$ cat src/rtl/bus_arbiter_rr.sv
// bus_arbiter_rr: N-master round-robin bus arbiter with a registered one-hot grant.
// The owner keeps the bus while it requests. Under contention it is preempted after
// QUANTUM consecutive held cycles. With no requests the bus parks on PARK_ID.
// Every output comes straight from a flop, so there is no combinational path
// from req to grant, grant_id or rotate.
module bus_arbiter_rr #(
    parameter int N_MASTER = 4,
    parameter int QUANTUM  = 8,
    parameter int PARK_ID  = 0,
    localparam int IDW     = (N_MASTER > 1) ? $clog2(N_MASTER) : 1,
    localparam int CW      = (QUANTUM > 2) ? $clog2(QUANTUM) : 1
) (
    input  logic                clk,
    input  logic                reset,
    input  logic [N_MASTER-1:0] req,
    output logic [N_MASTER-1:0] grant,
    output logic [IDW-1:0]      grant_id,
    output logic                rotate
);

    localparam logic [IDW-1:0] C_PARK = IDW'(PARK_ID);
    localparam logic [IDW:0]   C_N    = (IDW+1)'(N_MASTER);
    localparam logic [CW-1:0]  C_LAST = CW'((QUANTUM == 0) ? 0 : QUANTUM - 1);
    localparam bit             C_QEN  = (QUANTUM != 0);

    // Per-edge decision, evaluated in priority order.
    typedef enum logic [1:0] {
        D_KEEP    = 2'd0,
        D_PREEMPT = 2'd1,
        D_RELEASE = 2'd2,
        D_PARK    = 2'd3
    } decision_t;

    logic [IDW-1:0]      r_owner;
    logic [CW-1:0]       r_cnt;
    logic [N_MASTER-1:0] r_grant;
    logic                r_rotate;

    logic [IDW-1:0]      w_cand_idx [N_MASTER];
    logic [N_MASTER-1:0] w_cand_req;
    logic [IDW-1:0]      w_rr_id;
    logic                w_own_req;
    logic                w_others;
    logic                w_expired;
    decision_t           w_decision;
    logic [IDW-1:0]      w_owner_next;
    logic [CW-1:0]       w_cnt_next;
    logic                w_rotate_next;
    logic [N_MASTER-1:0] w_grant_next;

    // r_grant is always one-hot(r_owner), so it doubles as the owner mask.
    assign w_own_req = |(req & r_grant);
    assign w_others  = |(req & ~r_grant);
    assign w_expired = C_QEN && (r_cnt == C_LAST);

    // Candidate gi is the master gi places past the owner, modulo N_MASTER.
    // Offset 0 is the owner itself and is never chosen by the search.
    genvar gi;
    generate
        for (gi = 0; gi < N_MASTER; gi++) begin : g_cand
            logic [IDW:0] w_sum;
            assign w_sum           = {1'b0, r_owner} + (IDW+1)'(gi);
            assign w_cand_idx[gi]  = (w_sum >= C_N) ? IDW'(w_sum - C_N) : IDW'(w_sum);
            assign w_cand_req[gi]  = req[w_cand_idx[gi]];
        end
    endgenerate

    // Circular search from owner+1: the nearest requesting candidate wins.
    always_comb begin
        w_rr_id = r_owner;
        for (int k = N_MASTER - 1; k >= 1; k--) begin
            if (w_cand_req[k]) begin
                w_rr_id = w_cand_idx[k];
            end
        end
    end

    // Classify the coming edge as keep, preempt, release or park.
    always_comb begin
        w_decision = D_PARK;
        if (req == '0) begin
            w_decision = D_PARK;
        end else if (w_own_req) begin
            w_decision = (w_expired && w_others) ? D_PREEMPT : D_KEEP;
        end else begin
            w_decision = D_RELEASE;
        end
    end

    // Next owner, hold count and rotate pulse for each decision.
    always_comb begin
        w_owner_next  = r_owner;
        w_cnt_next    = '0;
        w_rotate_next = 1'b0;
        case (w_decision)
            D_KEEP: begin
                w_owner_next = r_owner;
                // An uncontended owner at the limit simply restarts its count.
                if (C_QEN && !w_expired) begin
                    w_cnt_next = r_cnt + CW'(1);
                end
            end
            D_PREEMPT: begin
                w_owner_next  = w_rr_id;
                w_rotate_next = 1'b1;
            end
            D_RELEASE: begin
                w_owner_next = w_rr_id;
            end
            default: begin
                w_owner_next = C_PARK;
            end
        endcase
    end

    // One-hot decode of the next owner so the grant vector is a plain flop.
    generate
        for (gi = 0; gi < N_MASTER; gi++) begin : g_onehot
            assign w_grant_next[gi] = (w_owner_next == IDW'(gi));
        end
    endgenerate

    // State register; reset parks the bus and suppresses any rotate pulse.
    always_ff @(posedge clk or posedge reset) begin
        if (reset) begin
            r_owner  <= C_PARK;
            r_cnt    <= '0;
            r_grant  <= N_MASTER'(1) << PARK_ID;
            r_rotate <= 1'b0;
        end else begin
            r_owner  <= w_owner_next;
            r_cnt    <= w_cnt_next;
            r_grant  <= w_grant_next;
            r_rotate <= w_rotate_next;
        end
    end

    assign grant    = r_grant;
    assign grant_id = r_owner;
    assign rotate   = r_rotate;

endmodule

$ cat config.mk
export PLATFORM = sky130hd
export DESIGN_NAME = bus_arbiter_rr
export DESIGN_NICKNAME = d
export VERILOG_FILES = /design/src/rtl/bus_arbiter_rr.sv
export SDC_FILE = /design/constraint.sdc
export NUM_CORES = 1
export LEC_CHECK = 0
export CAP_MARGIN = 20
export CORE_AREA = 2 2 39 41
export CTS_BUF_LIST = sky130_fd_sc_hd__clkbuf_4
export DETAILED_ROUTE_END_ITERATION = 12
export DIE_AREA = 0 0 41 43
export PLACE_DENSITY = 0.77
export REMOVE_ABC_BUFFERS = 1
export SYNTH_ARGS = -nofsm -noshare
export SYNTH_HDL_FRONTEND = slang
export SYNTH_SLANG_ARGS = --single-unit
$ cat constraint.sdc
create_clock -name clk -period 2.8 [get_ports clk]
set_input_delay 0.56 -clock clk [delete_from_list [all_inputs] [get_ports clk]]
set_output_delay 0.56 -clock clk [all_outputs]
set_load 0.005 [all_outputs]
==> metrics.md <==
| Metric | Value |
|---|---|
| Status | `finished clean` |
| Clock Tree Buf Depth | `2` |
| Final Cell Area | `820.8 µm²` |
| Area growth, synth to finish | `39.87%` |
| Antenna cells | `0` |
| Synth area leader | `dfrtp_1` |
| Die area | `1763 µm²` |
| CP Launch Point | `req[2]` |
| Multi-input logic area | `312.8 µm²` |
| Placer Congestion | `0.8079` |
| Synth top area cells | `dfrtp_1 (38%), ha_1 (8.5%), a221oi_4 (4.5%)` |
| MaxCap Viol Count | `0` |
| CTS tree | `built` |
| Clk slew on worst S/H paths | `0.07 ns` |
| Crit path required time | `2.95 ns` |
| Launching point of the worst reg2reg path | `grant[0]$_DFF_PP1_` |
| Initial antenna violation count | `0` |
| Achievable frequency | `386.8 MHz` |
| Num ports | `13` |
| Hold path depth | `1` |
| Slew @ Worst Pin | `0.3843 ns` |
| FF+latch count, synth | `10` |
| Mapped Area | `586.8 µm²` |
| Routed via count | `slightly above 500` |
| Yosys top cell area share | `0.3838` |
| Worst setup EP type | `flip-flop` |
| CP Class | `in -> reg` |
| Num CTS Buffers | `3` |
| Synth Area per Inst | `10.87 µm²` |
| Core box area | `about 1400 µm²` |
| Reg power frac | `0.356` |
| All-layer global routing usage | `0.1807` |
| First-pass GRT wire length | `2139 µm` |
| Largest net degree at the start of global routing | `11` |
| Post-CTS sizing | `0` |
| Final Max Tran Viols | `0` |
| Critical Path Source Type | `input pin` |
| CP Max Fanout | `4` |
| Multiplexer share of the synthesized area | `0` |
| Post-CTS setup buffer count | `0` |
| Cell count after synthesis | `54` |
| Vias in the first global route | `504` |
| Number of cells on the worst reg-to-reg path | `8` |
| Period utilization | `0.9232` |
| Fillers | `118` |
| Sw frac | `0.3637` |
| Top layer used by detailed routing | `met3` |
| Avg WL per Cell | `13.44 µm` |
| DRC Markers | `0` |
| Clock Sinks | `10` |
| Main combinational cell family by area after synthesis | `compound AO/OA/AOI/OAI gates` |
| Met3 wire len | `around 57 µm` |
| HPWL Detailed | `1015 µm` |
| TNS Setup | `0 ns` |
| Setup repair after global routing missed its margin | `no` |
| Tot Pwr | `0.7255 mW` |
| Sequential area share after synthesis | `0.4286` |
| Clock root buffer | `clkbuf_4` |
| Clock Latency Late Sink | `0.26 ns` |
| Initial cell density of the core | `0.4241` |
| Post-DRT Antenna Nets | `0` |
| Synth Area in Compound Gates | `0.2495` |
| Grt total ovfl | `0` |
| Net Switching | `0.2639 mW` |
| Post-Synth Simple-Gate Area | `0.1983` |
| Setup crit end | `grant[2]$_DFF_PP0_` |
| Die Span X | `41 µm` |
| # rows | `14` |
| Final hold violation count | `0` |
| Layout cell share with drive strength beyond 1 | `0.2658` |
| Metal-1 WL | `603 µm` |
| Port Buf Inserts | `12` |
| Internal power | `0.4617 mW` |
| Final net count | `90` |
| Slew headroom | `0.7423` |
| Vias per std cell | `5.358` |
| Storage element area | `251.5 µm²` |
| VDD IR-drop max | `roughly 0.00039 V` |
| Logic pwr share | `0.506` |
| FF-to-FF setup slack | `0.54 ns` |
| Fraction of synthesized cell area in xor and xnor cells | `0` |
| Pwr dens | `884.0 nW/µm²` |
| Setup Viol. Count Final | `0` |
| Drt pass-1 iters | `4` |
| Met2 wire len | `616 µm` |
| Area after DPL | `794.5 µm²` |
| Reg2reg end | `grant[2]$_DFF_PP0_` |
| Type of the tightest min-delay check | `reg -> reg` |
| Die Height | `around 43 µm` |
| DR iter-0 viols | `8` |
| Syn. warnings | `0` |
| Hold Startpoint | `r_cnt[0]$_DFF_PP0_` |
| Unique masters post-synth | `30` |
| Hold_buf cts | `0` |
| Tmin final | `2.585 ns` |
| Crit path DAT | `2.74 ns` |
| DRT Wirelength | `1277 µm` |
| Clock Skew | `0.004782 ns` |
| Adder-cell area share of the yosys netlist | `0.08529` |
| Clock power frac | `0.137` |
| Leak | `0.3831 nW` |
| H-tree levels | `1` |
flip-flops by register name, indices dropped and copies added (netlist names):
signal    count
grant         4
r_cnt         3
grant_id      2
rotate        1
synth_stat cells:
cell type  instances
a31o_1             1
and3_2             1
a221oi_4           1
nand2_1            4
ha_1               4
dfrtp_1            9
inv_1              5
a22oi_1            2
and4bb_1           1
nor2_1             2
a21o_1             1
o221ai_1           1
and2_1             2
nor3b_1            1
o21ai_2            1
o211ai_1           1
a31oi_1            1
a211oi_2           1
nor4_2             1
inv_2              1
and2b_1            1
a21oi_1            2
or2_2              1
o22ai_1            2
dfstp_2            1
nor2b_1            2
nand4_1            1
nand4b_1           1
a311oi_2           1
a211oi_1           1
cells in the final DEF, fill, tap and decap left out:
| master | Yosys | layout |
|---|---|---|
| o21ai_2 | 1 | 1 |
| a31oi_1 | 1 | 1 |
| nor4_2 | 1 | 1 |
| and3_2 | 1 | 1 |
| a31o_1 | 1 | 1 |
| dfrtp_1 | 9 | 9 |
| and2_1 | 2 | 2 |
| o221ai_1 | 1 | 1 |
| nand4b_1 | 1 | 1 |
| clkdlybuf4s50_1 | 0 | 12 |
| a221oi_4 | 1 | 1 |
| a21oi_1 | 2 | 2 |
| inv_2 | 1 | 1 |
| buf_4 | 0 | 9 |
| a22oi_1 | 2 | 2 |
| inv_1 | 5 | 5 |
| nor2_1 | 2 | 2 |
| nand4_1 | 1 | 1 |
| nand2_1 | 4 | 4 |
| and4bb_1 | 1 | 1 |
| nor3b_1 | 1 | 1 |
| o22ai_1 | 2 | 2 |
| a211oi_2 | 1 | 1 |
| nor2b_1 | 2 | 2 |
| or2_2 | 1 | 1 |
| ha_1 | 4 | 4 |
| a21o_1 | 1 | 1 |
| a311oi_2 | 1 | 1 |
| clkbuf_4 | 0 | 3 |
| a211oi_1 | 1 | 1 |
| clkinv_1 | 0 | 1 |
| dfstp_2 | 1 | 1 |
| and2b_1 | 1 | 1 |
| o211ai_1 | 1 | 1 |
routing by layer:
layer | global-route usage | vias to the layer above
met3 | 0.07853 | 0
met4 | 0.04000 | 0
met1 | 0.2333 | 244
met2 | 0.2719 | 14
li1 | - | 251
met5 | 0 | -
power by group through the flow:
stage	Clock (mW)	Sequential (mW)	Combinational [mW]
CTS	0.102	0.259	0.369
global placement	0	0.260	0.350
floorplan	0	0.255	0.219
global route	0.113	0.264	0.406
finish	0.0997	0.258	0.367
detailed placement	0	0.261	0.364
kinds of logic (layout without fill, tap and decap cells):
| group | count (synthesis) | in the layout |
|---|---|---|
| AO/OA/AOI/OAI | 16 | 16 |
| adder cells (fa/ha/maj) | 4 | 4 |
| buffers and inverters | 6 | 31 |
| flip-flops | 10 | 10 |
| AND/OR/NAND/NOR | 18 | 18 |
worst min-delay path by stage:
stage / end / slack (ns)
2_1_floorplan: grant[1]$_DFF_PP0_ / 0.40
3_3_place_gp: r_cnt[0]$_DFF_PP0_ / 0.44
3_5_place_dp: r_cnt[0]$_DFF_PP0_ / 0.44
4_1_cts: r_cnt[0]$_DFF_PP0_ / 0.44
5_1_grt: r_cnt[0]$_DFF_PP0_ / 0.47
6_report: r_cnt[0]$_DFF_PP0_ / 0.45
layout make-up:
type,instances,area share
Clock inverter,1,0.004573
Tap cell,16,0.02439
Sequential cell,10,0.3064
Clock buffer,3,0.02744
Multi-Input combinational cell,38,0.3811
Inverter,6,0.02744
Timing Repair Buffer,21,0.2287
through the flow:
stage / instances / hold WS (ns) / setup slack [ns] / utilization
2_1_floorplan: 54 / 0.3995 / 0.4952 / -
3_3_place_gp: 91 / 0.4377 / 0.04527 / 0.5741
3_5_place_dp: 91 / 0.4374 / -0.02903 / 0.5741
5_1_grt: 95 / 0.4725 / 0.1412 / 0.5931
4_1_cts: 95 / 0.4448 / 0.2328 / 0.5931
6_report: 95 / 0.4469 / 0.2150 / 0.5931
worst max-delay path, stage by stage:
cell,delay (ns)
clkdlybuf4s50_1,0.45
inv_1,0.11
o22ai_1,0.09
or2_2,0.29
a31oi_1,0.18
ha_1,0.29
nor2b_1,0.16
o221ai_1,0.10
and3_2,0.28
and4bb_1,0.23
No activity file was read; power rests on OpenSTA's default activity.
